$ cat src/rtl/display_source_scheduler.sv
// Picks which accelerometer axis (X/Y/Z) drives the shared 2-digit display:
// dwell-timed rotation, debounced manual stepping, and a threshold alert that pins an axis.
module display_source_scheduler #(
  parameter int unsigned DWELL_CYCLES    = 100_000_000,
  parameter int unsigned DEBOUNCE_CYCLES = 1_000_000,
  parameter logic [7:0]  ALERT_THRESHOLD = 8'd90
) (
  input  logic       clk,
  input  logic       reset_n,
  input  logic [7:0] x_data,
  input  logic [7:0] y_data,
  input  logic [7:0] z_data,
  input  logic       x_valid,
  input  logic       y_valid,
  input  logic       z_valid,
  input  logic       mode,
  input  logic       next_btn,
  output logic [7:0] data_out,
  output logic [1:0] ch_sel,
  output logic       alert,
  output logic       update,
  output logic       fsm_state
);

  localparam int unsigned DW  = $clog2(DWELL_CYCLES + 1);
  localparam int unsigned DBW = $clog2(DEBOUNCE_CYCLES + 1);
  localparam logic [DW-1:0]  DWELL_LAST = DW'(DWELL_CYCLES - 1);
  localparam logic [DW-1:0]  DWELL_FULL = DW'(DWELL_CYCLES);
  localparam logic [DBW-1:0] DB_LAST    = DBW'(DEBOUNCE_CYCLES - 1);

  typedef enum logic {ST_NORMAL = 1'b0, ST_ALERT = 1'b1} state_t;

  state_t         state, state_next;
  logic [7:0]     x_reg, y_reg, z_reg;
  logic [7:0]     shadow_sel, alert_ch_val;
  logic           mode_s1, mode_sync, mode_d, mode_change;
  logic           btn_s1, btn_s2, btn_level, next_pulse;
  logic [DBW-1:0] db_cnt;
  logic [DW-1:0]  dwell_cnt, dwell_next;
  logic [DW-1:0]  hold_cnt, hold_next;
  logic [1:0]     ch_sel_next, ch_sel_adv;
  logic [1:0]     alert_ch, alert_ch_next, alert_idx;
  logic           over_x, over_y, over_z, alert_any;

  // Axis strobes are single-cycle valid with no ready: data is captured on the
  // edge where its valid is high and is never back-pressured.
  always_ff @(posedge clk or negedge reset_n) begin
    if (!reset_n) begin
      x_reg <= '0;
      y_reg <= '0;
      z_reg <= '0;
    end else begin
      if (x_valid) x_reg <= x_data;
      if (y_valid) y_reg <= y_data;
      if (z_valid) z_reg <= z_data;
    end
  end

  always_ff @(posedge clk or negedge reset_n) begin
    if (!reset_n) begin
      mode_s1   <= 1'b0;
      mode_sync <= 1'b0;
      mode_d    <= 1'b0;
      btn_s1    <= 1'b0;
      btn_s2    <= 1'b0;
    end else begin
      mode_s1   <= mode;
      mode_sync <= mode_s1;
      mode_d    <= mode_sync;
      btn_s1    <= next_btn;
      btn_s2    <= btn_s1;
    end
  end

  assign mode_change = mode_sync ^ mode_d;

  // A level is accepted once it has differed from the accepted level for
  // DEBOUNCE_CYCLES consecutive cycles; only a press yields a NEXT pulse.
  always_ff @(posedge clk or negedge reset_n) begin
    if (!reset_n) begin
      db_cnt     <= '0;
      btn_level  <= 1'b0;
      next_pulse <= 1'b0;
    end else if (btn_s2 != btn_level) begin
      if (db_cnt == DB_LAST) begin
        db_cnt     <= '0;
        btn_level  <= btn_s2;
        next_pulse <= btn_s2;
      end else begin
        db_cnt     <= db_cnt + DBW'(1);
        next_pulse <= 1'b0;
      end
    end else begin
      db_cnt     <= '0;
      next_pulse <= 1'b0;
    end
  end

  assign over_x    = x_reg > ALERT_THRESHOLD;
  assign over_y    = y_reg > ALERT_THRESHOLD;
  assign over_z    = z_reg > ALERT_THRESHOLD;
  assign alert_any = over_x | over_y | over_z;
  assign alert_idx = over_x ? 2'd0 : (over_y ? 2'd1 : 2'd2);
  assign ch_sel_adv = (ch_sel == 2'd2) ? 2'd0 : ch_sel + 2'd1;

  always_comb begin
    case (ch_sel)
      2'd0:    shadow_sel = x_reg;
      2'd1:    shadow_sel = y_reg;
      2'd2:    shadow_sel = z_reg;
      default: shadow_sel = 8'd0;
    endcase
  end

  always_comb begin
    case (alert_ch)
      2'd0:    alert_ch_val = x_reg;
      2'd1:    alert_ch_val = y_reg;
      2'd2:    alert_ch_val = z_reg;
      default: alert_ch_val = 8'd0;
    endcase
  end

  always_ff @(posedge clk or negedge reset_n) begin
    if (!reset_n) state <= ST_NORMAL;
    else          state <= state_next;
  end

  always_comb begin
    state_next = state;
    case (state)
      ST_NORMAL: if (alert_any) state_next = ST_ALERT;
      ST_ALERT:  if (hold_cnt == DWELL_FULL && alert_ch_val <= ALERT_THRESHOLD)
                   state_next = ST_NORMAL;
      default:   state_next = ST_NORMAL;
    endcase
  end

  always_comb begin
    alert     = (state == ST_ALERT);
    fsm_state = state;
  end

  // Alert entry outranks a mode change, which outranks NEXT / dwell advance.
  always_comb begin
    ch_sel_next   = ch_sel;
    dwell_next    = dwell_cnt;
    hold_next     = hold_cnt;
    alert_ch_next = alert_ch;
    case (state)
      ST_NORMAL: begin
        if (alert_any) begin
          alert_ch_next = alert_idx;
          ch_sel_next   = alert_idx;
          hold_next     = '0;
          dwell_next    = '0;
        end else if (mode_change) begin
          dwell_next = '0;
        end else if (mode_sync) begin
          dwell_next = '0;
          if (next_pulse) ch_sel_next = ch_sel_adv;
        end else if (next_pulse || dwell_cnt == DWELL_LAST) begin
          ch_sel_next = ch_sel_adv;
          dwell_next  = '0;
        end else begin
          dwell_next = dwell_cnt + DW'(1);
        end
      end
      ST_ALERT: begin
        dwell_next = '0;
        if (hold_cnt != DWELL_FULL) hold_next = hold_cnt + DW'(1);
      end
      default: begin
        dwell_next = '0;
      end
    endcase
  end

  always_ff @(posedge clk or negedge reset_n) begin
    if (!reset_n) begin
      ch_sel    <= 2'd0;
      dwell_cnt <= '0;
      hold_cnt  <= '0;
      alert_ch  <= 2'd0;
      data_out  <= 8'd0;
      update    <= 1'b0;
    end else begin
      ch_sel    <= ch_sel_next;
      dwell_cnt <= dwell_next;
      hold_cnt  <= hold_next;
      alert_ch  <= alert_ch_next;
      data_out  <= shadow_sel;
      update    <= (ch_sel_next != ch_sel);
    end
  end

endmodule

$ cat config.mk
export PLATFORM = sky130hd
export DESIGN_NAME = display_source_scheduler
export DESIGN_NICKNAME = d
export VERILOG_FILES = /design/src/rtl/display_source_scheduler.sv
export SDC_FILE = /design/constraint.sdc
export NUM_CORES = 1
export LEC_CHECK = 0
export CAP_MARGIN = 10
export CELL_PAD_IN_SITES_DETAIL_PLACEMENT = 2
export CELL_PAD_IN_SITES_GLOBAL_PLACEMENT = 2
export CORE_MARGIN = 4
export CORE_UTILIZATION = 34
export CTS_CLUSTER_DIAMETER = 60
export DETAILED_ROUTE_END_ITERATION = 10
export GPL_TIMING_DRIVEN = 1
export PLACE_DENSITY_LB_ADDON = 0.05
export SETUP_SLACK_MARGIN = 0.5
export SLEW_MARGIN = 0
export SYNTH_ARGS = -nofsm -noshare
export SYNTH_HDL_FRONTEND = slang
export SYNTH_SLANG_ARGS = --single-unit
export TNS_END_PERCENT = 50
$ cat constraint.sdc
create_clock -name clk -period 2.2 [get_ports clk]
set_input_delay 0.44 -clock clk [delete_from_list [all_inputs] [get_ports clk]]
set_output_delay 0.44 -clock clk [all_outputs]
set_load 0.02 [all_outputs]
Yosys cells after proc, flatten, opt, wreduce, memory -nomap -nowiden --
Cells that the tools add are included.
Cells by class: bitwise operators 4, magnitude comparators 4, multiplexer cells 26, reduce and logical (&&, ||, !) cells 7, eq/ne operators 12, $add $sub $neg 4
Operator list (number):
- $mux 27 | 6
- $pmux 27 s2 | 2
- $add 27x1->27 const B | 2
- $eq 27x27->1 const B | 2
- $pmux 8 s3 | 2
- $mux 20 | 2
- $ne 27x27->1 const B | 1
- $gt 8x7->1 const B | 3
- $add 20x1->20 const B | 1
- $eq 20x20->1 const B | 1
- $mux 2 | 9
- $le 8x7->1 const B | 1
- $reduce_and 2->1 | 3
- $eq 2x1->1 const B | 2
- $eq 2x2->1 const B | 2
- $logic_not 2->1 | 2
- $mux 1 | 4
- $add 2x1->2 const B | 1
- $ne 2x1->1 const B | 1
- $ne 2x2->1 | 1
- $ne 2x2->1 const B | 1
- $or 1x1->1 | 2
- $pmux 1 s2 | 1
- $logic_and 1x1->1 | 1
- 4 further kinds | 4
Storage, ports and cells: bits in registers 119, word-level logic and storage cells 75, input bits 31

Depth between registers and ports, before layout --
Gate-level depths: netlist (run 1).
depth in word-level cells 8, depth in mapped cells 9, mapped depth without buffers 8

Least setup slack after synthesis (run 1) --
No wires, ideal clock.
kind reg2reg, start reg hold_cnt[3], end reg hold_cnt[14], stages on the path, launching flop included 7, setup slack 0.168 ns, data required time 2.121 ns, arrival 1.953 ns, cell sequence dfrtp_1 > or4_1 > or3_4 > o2111ai_4 > nor2_1 > nand3_1 > mux2i_1
Between the ends: longest elaborated chain between the ends 3, elaborated cells on any way between the ends 6
RTL lines:
- from (decl) | line 40 | logic [DW-1:0] hold_cnt, hold_next;
- from (signal assigned) | line 190 | hold_cnt <= hold_next;
- $add 27x1->27 or $ne 27x27->1 (tied branches) | line 171 | if (hold_cnt != DWELL_FULL) hold_next = hold_cnt + DW'(1);
- $mux 27 or $ne 2x1->1 (tied branches)
- $pmux 27 s2 or $reduce_and 2->1 (tied branches)
Parallel ways exist; a longest one is shown, timed or not. The select of a mux whose other input is x is not followed. A chain may end at the register's enable or synchronous reset.

Worst setup path after layout (run 1) --
start reg dwell_cnt[16], end reg ch_sel[0]
Between the ends: longest elaborated chain between the ends 7
RTL lines:
- from (decl) | line 39 | logic [DW-1:0] dwell_cnt, dwell_next;
- from (signal assigned) | line 189 | dwell_cnt <= dwell_next;
- $eq 27x27->1 | line 162 | end else if (next_pulse || dwell_cnt == DWELL_LAST) begin
- $logic_or 1x1->1 | line 162
- $mux 2 | line 162
- $mux 2 | line 159 | end else if (mode_sync) begin
- $mux 2 | line 157 | end else if (mode_change) begin
- $mux 2 | line 152 | if (alert_any) begin
- $mux 2 | line 150 | case (state)
- named net ch_sel_next[0] | line 41 | logic [1:0] ch_sel_next, ch_sel_adv;
- to (signal assigned) | line 188 | ch_sel <= ch_sel_next;
- to (decl) | line 19 | output logic [1:0] ch_sel,
The timed path passes the listed nets, and every way through them passes these cells.

==> qor_table.md, run 1 <==
| Parameter | This run |
| --- | --- |
| Maximum clock frequency | 0.445 GHz |
| Hold Worst Slack | 0.127 ns |
| Diodes inserted | 0 |
| Commonest non-fill, non-tap cell in the layout | sky130_fd_sc_hd__dfrtp_1 |
| Final standard cell count with taps included and fillers excluded | 892 |
| Die Height | 137 um |
| Overall global routing resource usage | 0.207 |
| Level count of the clock H-tree | 4 |
| Number of nets in the layout | 698 |
| Slew of the pin with the lowest slew margin | 0.874 ns |
| Clock transition time at the flip-flop clock pins of the worst setup and hold paths | 0.06 ns |
| Half-perimeter wire length of the detailed placement result | 10700 um |
| Die outline area | 18800 sq um |
| Area of the multi-input gates | 3370 sq um |
| Count of unique library cells instantiated by Yosys | 58 |
| Total count of max-transition violations in the final report | 0 |
| Weighted congestion reported at the end of routability-driven placement | 0.811 |
| Worst VDD drop | 607 uV |
| Critical setup path kind | reg2reg |
| Filler Cells Inserted | 1575 |
| DRC marker count from the first detailed-route iteration | 159 |
| Class of the tightest hold or removal check | in2async |
| DR pass1 iterations | 4 |
| Maximum count of clock buffers along a single path | 2 |
| Net count after synthesis | 580 |
| Power density over the cells | 771 nW/um^2 |
| Detailed-route DRC error count | 0 |
| Largest area contributor in the netlist | sky130_fd_sc_hd__dfrtp_1 |
| Fraction of the yosys area taken by sequential cells | 0.525 |
| Sum Neg Setup Slack | -0.0906 ns |
| Mapped Cells | 545 |
| Final routed wire length divided by cell count | 22.2 um |
| Final hold violation count | 0 |
| Average cell area after synthesis | 10.4 sq um |
| Boundary Pins | 44 |
| Share of the synthesized area in the top cell type | 0.525 |
| Total CTS buffers | 17 |
| Finished layout cell area | 8400 sq um |
| Std-Cell Core Area | 16100 sq um |
| ANT nets after route | 0 |
| Routed Wire Length | 19800 um |
| Final Setup Violations | 2 |
| Vias per std cell | 5.29 |
| Area delta synth->final | 48.2% |
| Largest fanout of any net on the critical path | 6 |
| Violated checks | setup timing |
| Wire length of the first global-routing pass | 29800 um |
| Number of placed instances, taps included | 812 |
| Fraction of registers with async set/reset | 1.00 |
| Vias after detailed routing | 4718 |
| Register bit total from synthesis | 119 |
| Worst-case headroom to the max-slew limit | 0.415 |
| Top FF cell, synth | sky130_fd_sc_hd__dfrtp_1 |
| CTS Sinks | 119 |
| Share of the core filled with cells in the final layout | 0.521 |
| Share of final-layout standard cells stronger than drive strength 1 | 0.382 |
| Max Cap Violations | 0 |
| Horizontal extent of the die | 137 um |
| Gr ovfl total | 0 |
| Kind of end point of the critical path | flip-flop |
| Most used cells in the layout excluding fill and tap cells | sky130_fd_sc_hd__dfrtp_1, sky130_fd_sc_hd__buf_4, sky130_fd_sc_hd__nor2_1, sky130_fd_sc_hd__nor2_4, sky130_fd_sc_hd__nand2_1 |
| Outcome | complete, but fails checks |
| Effective utilization at floorplan | 0.352 |
| Largest net degree at the start of global routing | 120 |
| Number of global-route vias before repair | 5443 |
| Buffer type at the clock tree root | sky130_fd_sc_hd__clkbuf_16 |
| Cell area after technology mapping | 5670 sq um |
| Crit path arrival time | 2.58 ns |
| Critical Path RT | 2.53 ns |
| Port Buf Inserts | 43 |
| Area of all sequential standard cells | 2990 sq um |
| Kind of start point of the critical path | flip-flop |
| Largest regs | dwell_cnt (27), hold_cnt (27), db_cnt (20) |
| Antenna violations before repair | 0 |
| RSZ-0062 raised after global routing | yes |
| Period Utilization, post-route | 1.02 |
| Later-pin clock latency in the skew report | 0.42 ns |
| Area of placed instances | 6540 sq um |
| Worst-case setup margin in the final layout | -0.0454 ns |
| Biggest area contributors in the synthesized netlist | sky130_fd_sc_hd__dfrtp_1, sky130_fd_sc_hd__nor2_1, sky130_fd_sc_hd__mux2_2 |
| Number of flops mapped to enable cells by yosys | 0 |
| TritonCTS clock tree | yes |
| Leak Pwr | 3.51 nW |
| Number of placement rows | 46 |
| Setup Skew | 0.0119 ns |
| Yosys warning count | 0 |
| Post-route minimum period | 2.25 ns |
path summary, 6_finish.rpt:
kind	slack, ns	start	depth (start not counted)	to
max	-0.05	dwell_cnt[16]	7	ch_sel[0]
min	0.13	reset_n	2	hold_cnt[20]
max reg2reg	-0.05	dwell_cnt[16]	7	ch_sel[0]
min reg2reg	0.36	mode_s1	0	mode_sync
max in group asynchronous	1.58	reset_n	2	dwell_cnt[17]
min in group clk	0.36	mode_s1	0	mode_sync
worst max-delay path: stages (launching register included):
cell                       delay, ns
sky130_fd_sc_hd__dfrtp_1        0.48
sky130_fd_sc_hd__nand4b_1       0.22
sky130_fd_sc_hd__nor4b_4        0.42
sky130_fd_sc_hd__nand4_1        0.28
sky130_fd_sc_hd__buf_4          0.23
sky130_fd_sc_hd__a211oi_4       0.25
sky130_fd_sc_hd__a21boi_1       0.10
sky130_fd_sc_hd__o22ai_1        0.16
what timing repair did:
action                                 4_1_cts  5_1_grt
setup endpoints to repair                   95      102
gates cloned                                 4        0
pin swaps                                   56       58
buffers inserted                            34       10
hold buffers                                 0        0
gates resized for setup                    116      104
endpoints found under the hold margin        0        0
logic make-up (layout without fill, tap and decap cells):
| family | after synthesis | count (layout) | share of synthesized area |
|---|---|---|---|
| simple gates | 232 | 233 | 0.211 |
| buf+inv | 34 | 164 | 0.0240 |
| flops | 119 | 119 | 0.525 |
| compound gates | 65 | 65 | 0.0768 |
| mux | 39 | 39 | 0.0744 |
| fa+ha+maj | 4 | 4 | 0.00883 |
| xor+xnor | 52 | 52 | 0.0803 |
cell type report:
class                           count  share of cell area
Clock buffer                       23              0.0557
Tap cell                          216              0.0322
Timing Repair Buffer              113               0.135
Inverter                           19             0.00849
Multi-Input combinational cell    393               0.401
Sequential cell                   119               0.355
Clock inverter                      9              0.0119
report_power, final:
group	leakage (nW)	switching [mW]	internal, mW
clock network	0.277	1.03	1.72
logic	1.69	0.659	0.546
registers	1.55	0.158	2.37
cell usage after synthesis, types with 4 or more instances:
master	number
sky130_fd_sc_hd__clkbuf_1	11
sky130_fd_sc_hd__xnor2_1	24
sky130_fd_sc_hd__nor3_1	13
sky130_fd_sc_hd__xor2_1	28
sky130_fd_sc_hd__mux2i_1	14
sky130_fd_sc_hd__and3_1	7
sky130_fd_sc_hd__nor4_1	6
sky130_fd_sc_hd__and2_1	7
sky130_fd_sc_hd__nor2_1	76
sky130_fd_sc_hd__mux2_2	25
sky130_fd_sc_hd__and4_1	8
sky130_fd_sc_hd__ha_1	4
sky130_fd_sc_hd__or3_1	6
sky130_fd_sc_hd__nand3_1	32
sky130_fd_sc_hd__nand4_1	14
sky130_fd_sc_hd__inv_1	19
sky130_fd_sc_hd__nand2_1	40
sky130_fd_sc_hd__dfrtp_1	119
sky130_fd_sc_hd__a21oi_1	13
sky130_fd_sc_hd__o21ai_0	23
layer usage:
layer  track usage  vias up  share of wire
met5             0        -              0
met2         0.367       72           0.55
met3        0.0485       21          0.029
met4        0.0554        0          0.013
met1         0.250     2469           0.41
li1              -     2156              -
through the flow:
| stage | power, mW | setup slack [ns] |
|---|---|---|
| 6_report | 6.48 | -0.0454 |
| 5_1_grt | 6.78 | -0.109 |
| 4_1_cts | 6.36 | 0.0573 |
| 3_5_place_dp | 3.47 | -0.137 |
| 3_3_place_gp | 3.43 | -0.00483 |
| 2_1_floorplan | 3.00 | 0.169 |
(Power assumes the default switching activity.)
==> inputs of run 2 (changes only) <==
--- a/config.mk
+++ b/config.mk
@@ -19,4 +19,4 @@
 export SYNTH_ARGS = -nofsm -noshare
 export SYNTH_HDL_FRONTEND = slang
 export SYNTH_SLANG_ARGS = --single-unit
-export TNS_END_PERCENT = 50
+export TNS_END_PERCENT = 10
==> run 2 against run 1 <==
Effect of this change: the run now ends clean; total power shrank 1.9%; combinational power shrank 12%; first-iteration DRC count shrank 12%; core utilization shrank 4.3 points; clock power grew 1%; via count shrank 5.0%; global-route usage shrank 2.5 points; critical path depth shrank 1; clock skew is essentially flat; sequential share of layout area grew 3.1 points; critical path type unchanged.
==> qor_table.md, run 2 (synthesis results as in run 1) <==
| Parameter | This run |
| --- | --- |
| Boundary Pins | 44 |
| Worst VDD drop | 530 uV |
| Max Cap Violations | 0 |
| Endpoint of the lowest-slack register-to-register path | hold_cnt[24] |
| Overall global routing resource usage | 0.181 |
| Count of buffering cells on the critical path with inverters included | 0 |
| Detailed-route DRC error count | 0 |
| Setup Skew | 0.0115 ns |
| Maximum count of clock buffers along a single path | 2 |
| Kind of end point of the critical path | flip-flop |
| Final hold violation count | 0 |
| Outcome | finished clean |
| Total power draw | 6.36 mW |
| Effective utilization at floorplan | 0.352 |
| Worst-path cell with the longest stage delay | sky130_fd_sc_hd__or4_4 |
| ANT nets after route | 0 |
| RSZ-0062 raised after global routing | yes |
| Switching share of total power | 0.269 |
| Total count of max-transition violations in the final report | 0 |
| DRC marker count from the first detailed-route iteration | 140 |
| Level count of the clock H-tree | 4 |
| Largest regs | dwell_cnt (27), hold_cnt (27), db_cnt (20) |
| Met2 capacity usage during global routing | 0.308 |
| Reg-to-reg setup timing slack | 0.01 ns |
| Slew of the pin with the lowest slew margin | 0.563 ns |
| Commonest non-fill, non-tap cell in the layout | sky130_fd_sc_hd__dfrtp_1 |
| Worst setup slack before clock tree synthesis | 0.0153 ns |
| DR pass1 iterations | 4 |
| Diodes inserted | 0 |
| Kind of start point of the critical path | flip-flop |
| Most used cells in the layout excluding fill and tap cells | sky130_fd_sc_hd__dfrtp_1, sky130_fd_sc_hd__nor2_1, sky130_fd_sc_hd__nand2_1, sky130_fd_sc_hd__buf_4, sky130_fd_sc_hd__clkdlybuf4s50_1 |
| Weighted congestion reported at the end of routability-driven placement | 0.791 |
| Wire length of the first global-routing pass | 26500 um |
| Crit path arrival time | 2.54 ns |
| Number of global-route vias before repair | 5024 |
| Hold Path Depth | 0 |
| Comb pwr share | 0.165 |
| Gr ovfl total | 0 |
| Horizontal extent of the die | 137 um |
| Number of placement rows | 46 |
| Hold Startpoint | btn_s1 |
| Area delta synth->final | 36.1% |
| Power density over the cells | 824 nW/um^2 |
| Largest fanout of any net on the critical path | 6 |
| Final standard cell count with taps included and fillers excluded | 864 |
| Hold-critical path endpoint | btn_s2 |
| Total CTS buffers | 17 |
| Critical setup path kind | reg2reg |
| Half-perimeter wire length of the detailed placement result | 10800 um |
| Clock transition time at the flip-flop clock pins of the worst setup and hold paths | 0.06 ns |
| Critical Path RT | 2.55 ns |
| Part of the total power dissipated in the clock network | 0.438 |
| Leak Pwr | 3.30 nW |
| Share of final-layout standard cells stronger than drive strength 1 | 0.252 |
| Number of placed instances, taps included | 814 |
| Maximum clock frequency | 0.457 GHz |
| Share of the core filled with cells in the final layout | 0.479 |
| GR peak layer | met2 |
| Routing usage on met1 | 0.232 |
| Worst-case headroom to the max-slew limit | 0.621 |
| Later-pin clock latency in the skew report | 0.42 ns |
| Area of all sequential standard cells | 2980 sq um |
| Filler Cells Inserted | 1641 |
| Antenna violations before repair | 0 |
| Buffer type at the clock tree root | sky130_fd_sc_hd__clkbuf_16 |
| CTS Sinks | 119 |
| Family of cells with the greatest summed delay on the critical path | simple AND/OR/NAND/NOR gates |
| Area of the multi-input gates | 2930 sq um |
| Final Setup Violations | 0 |
| Post-route minimum period | 2.19 ns |
| Routed Wire Length | 16500 um |
| Logic depth of the worst register-to-register path | 6 |
| Worst-case setup margin in the final layout | 0.0133 ns |
| Met3 routing resource usage after global routing | 0.0382 |
| Launching point of the worst reg2reg path | hold_cnt[4] |
| Final routed wire length divided by cell count | 19.1 um |
| Number of nets in the layout | 670 |
| Die outline area | 18800 sq um |
| Period Utilization, post-route | 0.994 |
| Hold Worst Slack | 0.347 ns |
| Switching power | 1.71 mW |
| Die Height | 137 um |
| Vias per std cell | 5.19 |
| Class of the tightest hold or removal check | reg2reg |
| Crit-path cells | or4_4, or3_4, o2111ai_4, nor4_4, a211oi_2, a31o_1 |
| Port Buf Inserts | 43 |
| Largest stage delay on the critical path | 0.49 ns |
| Sequential power share | 0.397 |
| Internal power summed over all cells | 4.65 mW |
| Vias after detailed routing | 4484 |
| Std-Cell Core Area | 16100 sq um |
| Largest net degree at the start of global routing | 60 |
| TritonCTS clock tree | yes |
## run 2: timing repair
item	4_1_cts	5_1_grt
endpoints found under the setup margin	93	94
gates cloned	2	1
hold buffers	1	0
buffers inserted	10	4
pin swaps	3	50
resized for setup	24	88
endpoints found under the hold margin	9	0
## run 2: routing by layer
metal / vias up / wire (um)
met3: 14 / 419
met2: 51 / 8440
met4: 0 / 197
li1: 2101 / -
met5: - / 0
met1: 2318 / 7460
## run 2: cell type report
cell class                 instances  area share
multi-input combinational        392       0.380
sequential                       119       0.386
clock buffer                      22      0.0589
tap                              216      0.0350
clock inverter                    10      0.0165
inverter                          19     0.00924
timing repair buffer              86       0.114
## run 2: worst register-to-register path: cells and delay by family, from the launching register on
kind	cells	cell delay, ns
compound gates	3	0.71
flops	1	0.43
simple gates	3	0.97
## run 2: worst max path at each step
| stage | start | to | slack [ns] | cells past startpoint |
|---|---|---|---|---|
| 4_1_cts | hold_cnt[4] | hold_cnt[3] | 0.05 | 6 |
| 5_1_grt | hold_cnt[4] | hold_cnt[24] | -0.08 | 6 |
| 3_5_place_dp | dwell_cnt[8] | update | 0.02 | 6 |
| 6_report | hold_cnt[4] | hold_cnt[24] | 0.01 | 6 |
| 2_1_floorplan | hold_cnt[3] | hold_cnt[23] | 0.17 | 6 |
| 3_3_place_gp | dwell_cnt[8] | update | 0.03 | 6 |
## run 2: stage by stage
step / TNS, ns / cell area (sq um)
after global routing: -0.180 / 7710
after CTS: 0 / 7330
after floorplan: 0 / 5690
after detailed placement: 0 / 6550
final: 0 / 7710
after global placement: 0 / 6550
## run 2: power groups by stage
| stage | Combinational [mW] | Sequential (mW) | Clock, mW |
|---|---|---|---|
| after global routing | 1.16 | 2.55 | 2.99 |
| after CTS | 0.974 | 2.52 | 2.86 |
| after global placement | 0.877 | 2.55 | 0 |
| final | 1.05 | 2.52 | 2.79 |
| after detailed placement | 0.920 | 2.56 | 0 |
| after floorplan | 0.404 | 2.59 | 0 |
==> inputs of run 3 (changes only) <==
--- a/config.mk
+++ b/config.mk
@@ -8,6 +8,7 @@
 export CAP_MARGIN = 10
 export CELL_PAD_IN_SITES_DETAIL_PLACEMENT = 2
 export CELL_PAD_IN_SITES_GLOBAL_PLACEMENT = 2
+export CORE_ASPECT_RATIO = 1.5
 export CORE_MARGIN = 4
 export CORE_UTILIZATION = 34
 export CTS_CLUSTER_DIAMETER = 60
==> run 3 against run 2 <==
Effect of this change: clock-buffer cell count shrank 2; combinational power rose by 9%; via count is 2.1% higher.
==> qor_table.md, run 3 (synthesis results as in run 1) <==
| Parameter | This run |
| --- | --- |
| Die outline area | 18900 sq um |
| Worst VDD drop | 425 uV |
| Sum Neg Setup Slack | 0 ns |
| TritonCTS clock tree | yes |
| Number of global-route vias before repair | 5262 |
| Worst-case setup margin in the final layout | 0.0326 ns |
| Kind of end point of the critical path | flip-flop |
| Max Cap Violations | 0 |
| Period Utilization, post-route | 0.985 |
| Setup Skew | 0.00874 ns |
| Critical setup path kind | reg2reg |
| Switching power | 1.77 mW |
| Horizontal extent of the die | 113 um |
| Boundary Pins | 44 |
| Gr ovfl total | 0 |
| Internal power summed over all cells | 4.83 mW |
| Launching point of the worst reg2reg path | hold_cnt[6] |
| Largest fanout of any net on the critical path | 3 |
| Routed Wire Length | 16700 um |
| Final hold violation count | 0 |
| Largest regs | dwell_cnt (27), hold_cnt (27), db_cnt (20) |
| Hold Worst Slack | 0.351 ns |
| Class of the tightest hold or removal check | reg2reg |
| Die Height | 166 um |
| Std-Cell Core Area | 16300 sq um |
| Final Setup Violations | 0 |
| Slew of the pin with the lowest slew margin | 0.425 ns |
| Part of the total power dissipated in the clock network | 0.447 |
| Number of placed instances, taps included | 819 |
| Buffer type at the clock tree root | sky130_fd_sc_hd__clkbuf_16 |
| Largest net degree at the start of global routing | 43 |
| Leak Pwr | 3.34 nW |
| Overall global routing resource usage | 0.183 |
| Detailed-route DRC error count | 0 |
| Clock transition time at the flip-flop clock pins of the worst setup and hold paths | 0.06 ns |
| Post-route minimum period | 2.17 ns |
| ANT nets after route | 0 |
| Comb pwr share | 0.173 |
| Maximum clock frequency | 0.461 GHz |
| Kind of start point of the critical path | flip-flop |
| Final routed wire length divided by cell count | 19.2 um |
| Hold Startpoint | btn_s1 |
| Vias after detailed routing | 4579 |
| Later-pin clock latency in the skew report | 0.42 ns |
| CTS Sinks | 119 |
| Worst setup path startpoint | hold_cnt[6] |
| Final standard cell count with taps included and fillers excluded | 873 |
| Crit path arrival time | 2.53 ns |
| Share of final-layout standard cells stronger than drive strength 1 | 0.342 |
| RSZ-0062 raised after global routing | yes |
| Power density over the cells | 809 nW/um^2 |
| Switching share of total power | 0.268 |
| Antenna violations before repair | 0 |
| Most used cells in the layout excluding fill and tap cells | sky130_fd_sc_hd__dfrtp_1, sky130_fd_sc_hd__buf_4, sky130_fd_sc_hd__nor2_4, sky130_fd_sc_hd__nand2_1, sky130_fd_sc_hd__clkdlybuf4s50_1 |
| Diodes inserted | 0 |
| Total count of max-transition violations in the final report | 0 |
| Commonest non-fill, non-tap cell in the layout | sky130_fd_sc_hd__dfrtp_1 |
| Number of placement rows | 57 |
| Number of nets in the layout | 689 |
| Sequential power share | 0.380 |
| DRC marker count from the first detailed-route iteration | 91 |
| Total power draw | 6.60 mW |
| Weighted congestion reported at the end of routability-driven placement | 0.767 |
| Outcome | finished clean |
| Filler Cells Inserted | 1632 |
| DR pass1 iterations | 4 |
| Level count of the clock H-tree | 4 |
| Wire length of the first global-routing pass | 27500 um |
| Total CTS buffers | 17 |
| Worst-case headroom to the max-slew limit | 0.713 |
| Port Buf Inserts | 43 |
| Effective utilization at floorplan | 0.349 |
| Worst setup slack before clock tree synthesis | 0.0475 ns |
| Vias per std cell | 5.25 |
| Maximum count of clock buffers along a single path | 2 |
| Area delta synth->final | 43.7% |
| Critical Path RT | 2.56 ns |
| Half-perimeter wire length of the detailed placement result | 11100 um |
==> run 3: metrics by stage <==
step            util  cell area, sq um
3_3_place_gp   0.410              6660
5_1_grt        0.501              8150
4_1_cts        0.467              7600
3_5_place_dp   0.410              6660
2_1_floorplan      -              5690
6_report       0.501              8150
==> run 3: path summary, 6_finish.rpt <==
kind | endpoint | slack, ns | cells past startpoint
min in group asynchronous | hold_cnt[9] | 0.50 | 2
max | hold_cnt[24] | 0.03 | 7
max reg2reg | hold_cnt[24] | 0.03 | 7
min reg2reg | btn_s2 | 0.35 | 0
min | btn_s2 | 0.35 | 0
max in group asynchronous | db_cnt[0] | 1.11 | 3
==> run 3: power by group through the flow <==
stage | combinational [mW] | sequential [mW] | clock, mW
after floorplan | 0.404 | 2.59 | 0
after global placement | 0.951 | 2.53 | 0
after detailed placement | 0.979 | 2.55 | 0
after CTS | 1.07 | 2.51 | 3.02
after global routing | 1.25 | 2.54 | 3.14
final | 1.14 | 2.51 | 2.94
==> run 3: layout make-up <==
cell class,count,area (sq um),area share
Clock inverter,12,176,0.0217
Tap cell,206,258,0.0316
Inverter,19,71.3,0.00875
Clock buffer,20,447,0.0548
Sequential cell,119,2980,0.366
Multi-Input combinational cell,392,3170,0.389
Timing Repair Buffer,105,1040,0.128
==> run 3: layer usage <==
layer / track usage / wire, um / vias to the layer above
met4: 0.0575 / 309 / 0
met3: 0.0434 / 400 / 26
met5: 0 / 0 / -
met2: 0.334 / 9310 / 52
li1: - / - / 2135
met1: 0.209 / 6720 / 2366
==> run 3: worst max-delay path: stages, from the launching register on <==
cell and delay, ns:
sky130_fd_sc_hd__dfrtp_1 0.38, sky130_fd_sc_hd__or4_4 0.53, sky130_fd_sc_hd__or3_4 0.39, sky130_fd_sc_hd__o2111ai_4 0.25, sky130_fd_sc_hd__buf_12 0.15, sky130_fd_sc_hd__nor4_4 0.05, sky130_fd_sc_hd__a211oi_2 0.23, sky130_fd_sc_hd__a31o_1 0.12
==> run 3: repair_timing <==
item	CTS	global route
pin swaps	14	77
hold buffers	1	0
resized for setup	43	142
buffers inserted	16	3
cloned	1	1
setup endpoints to repair	95	103
hold endpoints to repair	22	0
==> RTL edit 1, RTL diff (flow settings as in run 1) <==
Set the parameter `DEBOUNCE_CYCLES` to 4_000_000 (it was 1_000_000).
--- a/src/rtl/display_source_scheduler.sv
+++ b/src/rtl/display_source_scheduler.sv
@@ -2,7 +2,7 @@
 // dwell-timed rotation, debounced manual stepping, and a threshold alert that pins an axis.
 module display_source_scheduler #(
   parameter int unsigned DWELL_CYCLES    = 100_000_000,
-  parameter int unsigned DEBOUNCE_CYCLES = 1_000_000,
+  parameter int unsigned DEBOUNCE_CYCLES = 4_000_000,
   parameter logic [7:0]  ALERT_THRESHOLD = 8'd90
 ) (
   input  logic       clk,
Function: same outputs for any inputs over 10 cycles, from zero or initial values and one cycle with reset_n low; that may be too few to reach the edited logic, so the function may still have changed.
==> RTL edit 1 against run 1 <==
Cell area down 4.2%. Power up 5.7%. Area after synthesis up 2.9%. Wire length down 9.5%. Non-clock buffer count down 10. Sequential cell count up 2. Fmax up 12%. Setup slack better by 0.24 ns.
==> RTL edit 1: results (changes against run 1) <==
The met1 global-route usage was 0.230 (-0.0203); the post-placement cell area was 6610 um2 (+1.2%). Via count of the first global-routing pass: 5435 (-0.15%). The tools report the worst voltage drop across the vdd grid as 0.572 mV (-5.8%). In the post-synthesis netlist, the biggest area contributors are sky130_fd_sc_hd__dfrtp_1 52%, sky130_fd_sc_hd__mux2_2 4.8%, sky130_fd_sc_hd__xnor2_1 4.8%. The tools report the global routing met3 resource utilization as 0.0390 (-0.00956). The fraction of final layout cells sized beyond drive strength 1 works out to 0.297 (-0.0842).

The path class of the tightest hold or removal check is in -> async. The run finished with clean final reports. The worst register-to-register path begins at dwell_cnt[25]. The run gives 0.157 (-0.029) as the combinational cell fraction of total power.

The tools report the final routed wirelength across all metal layers as 17900 um (-9.5%). The setup slack of the most critical reg-to-reg path is 0.19 ns (+0.24 ns). The number of cells after detailed placement was 823 (+1.4%); the post-detailed-route wirelength per cell was 19.9 um (-10%). Internal power contribution: 5.04 mW (+8.9%).

The total nets after synthesis is 597 (+2.9%), and the maximum cell stage delay along the critical path is 0.43 ns (-0.05 ns). The actual transition at the worst max-transition pin is 0.710 ns (-0.164 ns). After synthesis, the most frequently instantiated cells are 121 x sky130_fd_sc_hd__dfrtp_1, 70 x sky130_fd_sc_hd__nor2_1, 45 x sky130_fd_sc_hd__nand2_1. The largest registers in the layout are dwell_cnt (27), hold_cnt (27), db_cnt (22).

The setup slack after placement was 0.0794 ns (+0.217 ns). The largest net degree at the start of global routing is 46 (-62%), and the highest net fanout along the worst path is 4 (-2). Dominant delay contributor by cell family on the critical path: compound AO/OA/AOI/OAI gates.

The length of routed met2 wiring is 9410 um (-13%). The worst endpoint data arrival time was 2.30 ns (-0.28 ns). The layout net count was 701 (+0.43%).

Net switching fraction of the power: 0.264 (-0.0216). The part of the Yosys area used for sequential elements is 0.519 (-0.00629), and the fraction of met2 tracks used by global routing is 0.330 (-0.0367). The smallest hold slack was 0.00349 ns (-0.124 ns); the placeable core region was 16700 um2 (+3.6%). The post-route clock skew came out at 0.0101 ns (-0.00176 ns). The clock latency on the worst-skew pair was 0.42 ns (about the same); the routed length on met1 was 7810 um (-3.8%). The final estimated routing congestion in global placement was 0.758 (-6.5%); the CTS clock-pin slew for the worst setup and hold paths was 0.06 ns (about the same). For the clock group share of total power, the log shows 0.458 (+0.034). For the global-route usage over all layers, the log shows 0.186 (-0.0203).

The leakage power is 3.24 nW (-7.6%), and the placed wire-length estimate after detailed placement is 10600 um (-0.63%). The worst reg-to-reg path cell count came out at 5 (-2). The detailed router's first-iteration violation count is 180 (+13%), and the wire length on met3 is 452 um (-21%). The tools report the total vias in the final route as 4749 (+0.66%).
RTL edit 1: cell types whose count changed in the layout (fill, tap and decap cells not counted), sizes merged, moves of 8 or more:
cell           delta
and3              +9
dlymetal6s2s     -10
xnor2             +8
clkdlybuf4s50     +9
buf              -10
nand3             +9
RTL edit 1: worst max-delay path by stage:
stage	startpoint	to	slack [ns]
after global placement	dwell_cnt[0]	update	0.11
after detailed placement	dwell_cnt[11]	update	0.08
after global routing	dwell_cnt[25]	ch_sel[1]	0.12
after floorplan	dwell_cnt[0]	ch_sel[0]	0.39
final	dwell_cnt[25]	ch_sel[0]	0.19
after CTS	dwell_cnt[0]	ch_sel[0]	0.19
RTL edit 1: final cells by class:
| class | instances | area [um2] |
|---|---|---|
| Clock buffer | 21 | 470 |
| Clock inverter | 11 | 191 |
| Fill cell | 1687 | 8650 |
| Inverter | 13 | 48.8 |
| Multi-Input combinational cell | 410 | 3080 |
| Sequential cell | 121 | 3040 |
| Tap cell | 220 | 275 |
| Timing Repair Buffer | 103 | 951 |
RTL edit 1: logic make-up (layout without fill, tap and decap cells):
family,count (synthesis),after routing,synth area share
AND/OR/NAND/NOR,243,246,0.214
flip-flops,121,121,0.519
multiplexers,36,36,0.0671
adder cells (fa/ha/maj),4,4,0.00858
buffers and inverters,34,148,0.0268
AO/OA/AOI/OAI,67,67,0.0793
XOR/XNOR,57,57,0.0855
RTL edit 1: timing repair:
item / 4_1_cts / 5_1_grt
gates resized for setup: 57 / 58
hold buffers: 0 / 0
pin swaps: 32 / 15
buffers inserted: 30 / 9
setup endpoints to repair: 93 / 96
gates cloned: 4 / 1
==> RTL edit 2, RTL diff (flow settings as in run 1) <==
Made on the original files. Take the reset off `data_out` and load it in a clocked block of its own.
--- a/src/rtl/display_source_scheduler.sv
+++ b/src/rtl/display_source_scheduler.sv
@@ -182,17 +182,19 @@
       dwell_cnt <= '0;
       hold_cnt  <= '0;
       alert_ch  <= 2'd0;
-      data_out  <= 8'd0;
       update    <= 1'b0;
     end else begin
       ch_sel    <= ch_sel_next;
       dwell_cnt <= dwell_next;
       hold_cnt  <= hold_next;
       alert_ch  <= alert_ch_next;
-      data_out  <= shadow_sel;
       update    <= (ch_sel_next != ch_sel);
     end
   end
 
+  always_ff @(posedge clk) begin
+    data_out <= shadow_sel;
+  end
+
 endmodule
 
Check against the original RTL: differs if reset_n is asserted again (counterexample within 4 cycles, from zero or initial values and one cycle with reset_n low); with reset_n held inactive, the same outputs for 10 cycles.
==> RTL edit 2 against run 1 <==
The flow still finishes with violations (negative setup slack). Critical path depth unchanged. Area after synthesis decreased by 0.71%. Wire length increased by 8.1%. Synthesized cell count unchanged. Power increased by 4.5%. Cell area about the same. Sequential cell count unchanged. Worst hold slack got worse by 0.033 ns. Count of clock-buffer cells in the layout increased by 1. Setup slack got worse by 0.047 ns.
==> RTL edit 2: results (changes against run 1) <==
The run finished, with violations left. The checks that failed: negative setup slack. For the worst voltage drop across the vdd grid, the log shows 0.582 mV (-4.2%).

Cell chosen for the clock root: sky130_fd_sc_hd__clkbuf_16. The tools report the post-placement cell area as 6500 um2 (-0.57%). In the post-synthesis netlist, the biggest area contributors are sky130_fd_sc_hd__dfrtp_1 49%, sky130_fd_sc_hd__nor2_1 5.1%, sky130_fd_sc_hd__mux2_2 5.0%.

The largest net degree at the start of global routing was 112 (-6.7%); the global-route usage over all layers was 0.203 (-0.00373). For the count of antenna-violating nets left after detailed routing, the log shows 0 (unchanged). The proportion of register bits with asynchronous set or reset after synthesis was 0.933 (-0.0672); the total vias in the final route was 4799 (+1.7%). The detailed router's first-iteration violation count came out at 191 (+20%). Sorting the synthesized cells by how often they occur yields 111 x sky130_fd_sc_hd__dfrtp_1, 76 x sky130_fd_sc_hd__nor2_1, 40 x sky130_fd_sc_hd__nand2_1. The run gives 1570 (-0.32%) as the count of fill cells added during filler insertion.

The post-route clock skew is 0.0153 ns (+0.00341 ns). The maximum cell stage delay along the critical path works out to 0.56 ns (+0.08 ns). The leakage power was 3.51 nW (-0.17%).

The final estimated routing congestion in global placement was 0.756 (-6.8%); the worst setup slack after layout was -0.0923 ns (-0.0469 ns). The final routed wirelength across all metal layers was 21400 um (+8.1%). The setup-violating endpoint count in the final report is 1 (-1), and the post-synthesis cell type count is 59 (+1.7%). The first-pass GRT wire length was 29000 um (-2.6%); the highest net fanout along the worst path was 2 (-4). The largest individual stage delay along the critical path comes from the cell sky130_fd_sc_hd__or4_4. The largest registers in the layout are dwell_cnt (27), hold_cnt (27), db_cnt (20).

The placed wire-length estimate after detailed placement was 10700 um (-0.36%). The fraction of final layout cells sized beyond drive strength 1 is 0.364 (-0.0178). The actual transition at the worst max-transition pin is 0.766 ns (-0.108 ns), and the via count of the first global-routing pass is 5243 (-3.7%).

The worst hold path belongs to the class in -> async. The part of the Yosys area used for sequential elements is 0.522 (-0.00338), and the number of antenna violations at the first check in global routing is 1 (+1). The worst endpoint data arrival time was 2.60 ns (+0.02 ns).
-- RTL edit 2: area by class of cell --
cell class	instances	area [um2]	share of cell area
multi-input combinational	394	3340	0.398
sequential	119	2950	0.351
timing repair buffer	112	1130	0.135
clock buffer	24	492	0.0585
tap	216	270	0.0322
clock inverter	8	143	0.0170
inverter	19	71.3	0.00849
-- RTL edit 2: per-stage QoR --
| step | setup WS, ns | cells | setup TNS, ns |
|---|---|---|---|
| after detailed placement | 0.0274 | 814 | 0 |
| after floorplan | 0.169 | 545 | 0 |
| final | -0.0923 | 892 | -0.0923 |
| after global placement | 0.0975 | 814 | 0 |
| after CTS | 0.0329 | 868 | 0 |
| after global routing | -0.181 | 892 | -0.398 |
-- RTL edit 2: where the power goes --
part           internal [mW]  leakage (nW)  switching, mW
Combinational          0.529          1.67          0.651
Clock                   2.01         0.310           1.04
Sequential              2.37          1.52          0.172
-- RTL edit 2: layer usage --
metal	up-vias	GRT usage	wire, um
li1	2163	-	-
met1	2491	0.251	8450
met2	98	0.352	11600
met3	45	0.0529	792
met4	2	0.0504	573
met5	-	0	7
-- RTL edit 2: cells by family after synthesis --
kind of cell | after synthesis | synth area share
AO/OA/AOI/OAI | 65 | 0.0773
XOR/XNOR | 52 | 0.0809
adder cells (fa/ha/maj) | 4 | 0.00889
buffers and inverters | 34 | 0.0242
flip-flops | 119 | 0.522
multiplexers | 39 | 0.0749
AND/OR/NAND/NOR | 232 | 0.212
-- RTL edit 2: path summary, 6_finish.rpt --
check | startpoint | to | slack (ns) | cells after the start
worst max-delay path | dwell_cnt[10] | ch_sel[0] | -0.09 | 7
worst min-delay path | reset_n | hold_cnt[10] | 0.09 | 2
worst max register to register | dwell_cnt[10] | ch_sel[0] | -0.09 | 7
worst min register to register | btn_s1 | btn_s2 | 0.36 | 0
max in group asynchronous | reset_n | db_cnt[7] | 1.57 | 2
min in group clk | btn_s1 | btn_s2 | 0.36 | 0
-- RTL edit 2: what timing repair did --
action | 4_1_cts | 5_1_grt
resized for setup | 100 | 98
gates cloned | 3 | 2
hold endpoints to repair | 0 | 0
pin swaps | 38 | 61
endpoints found under the setup margin | 95 | 101
buffers inserted | 19 | 22
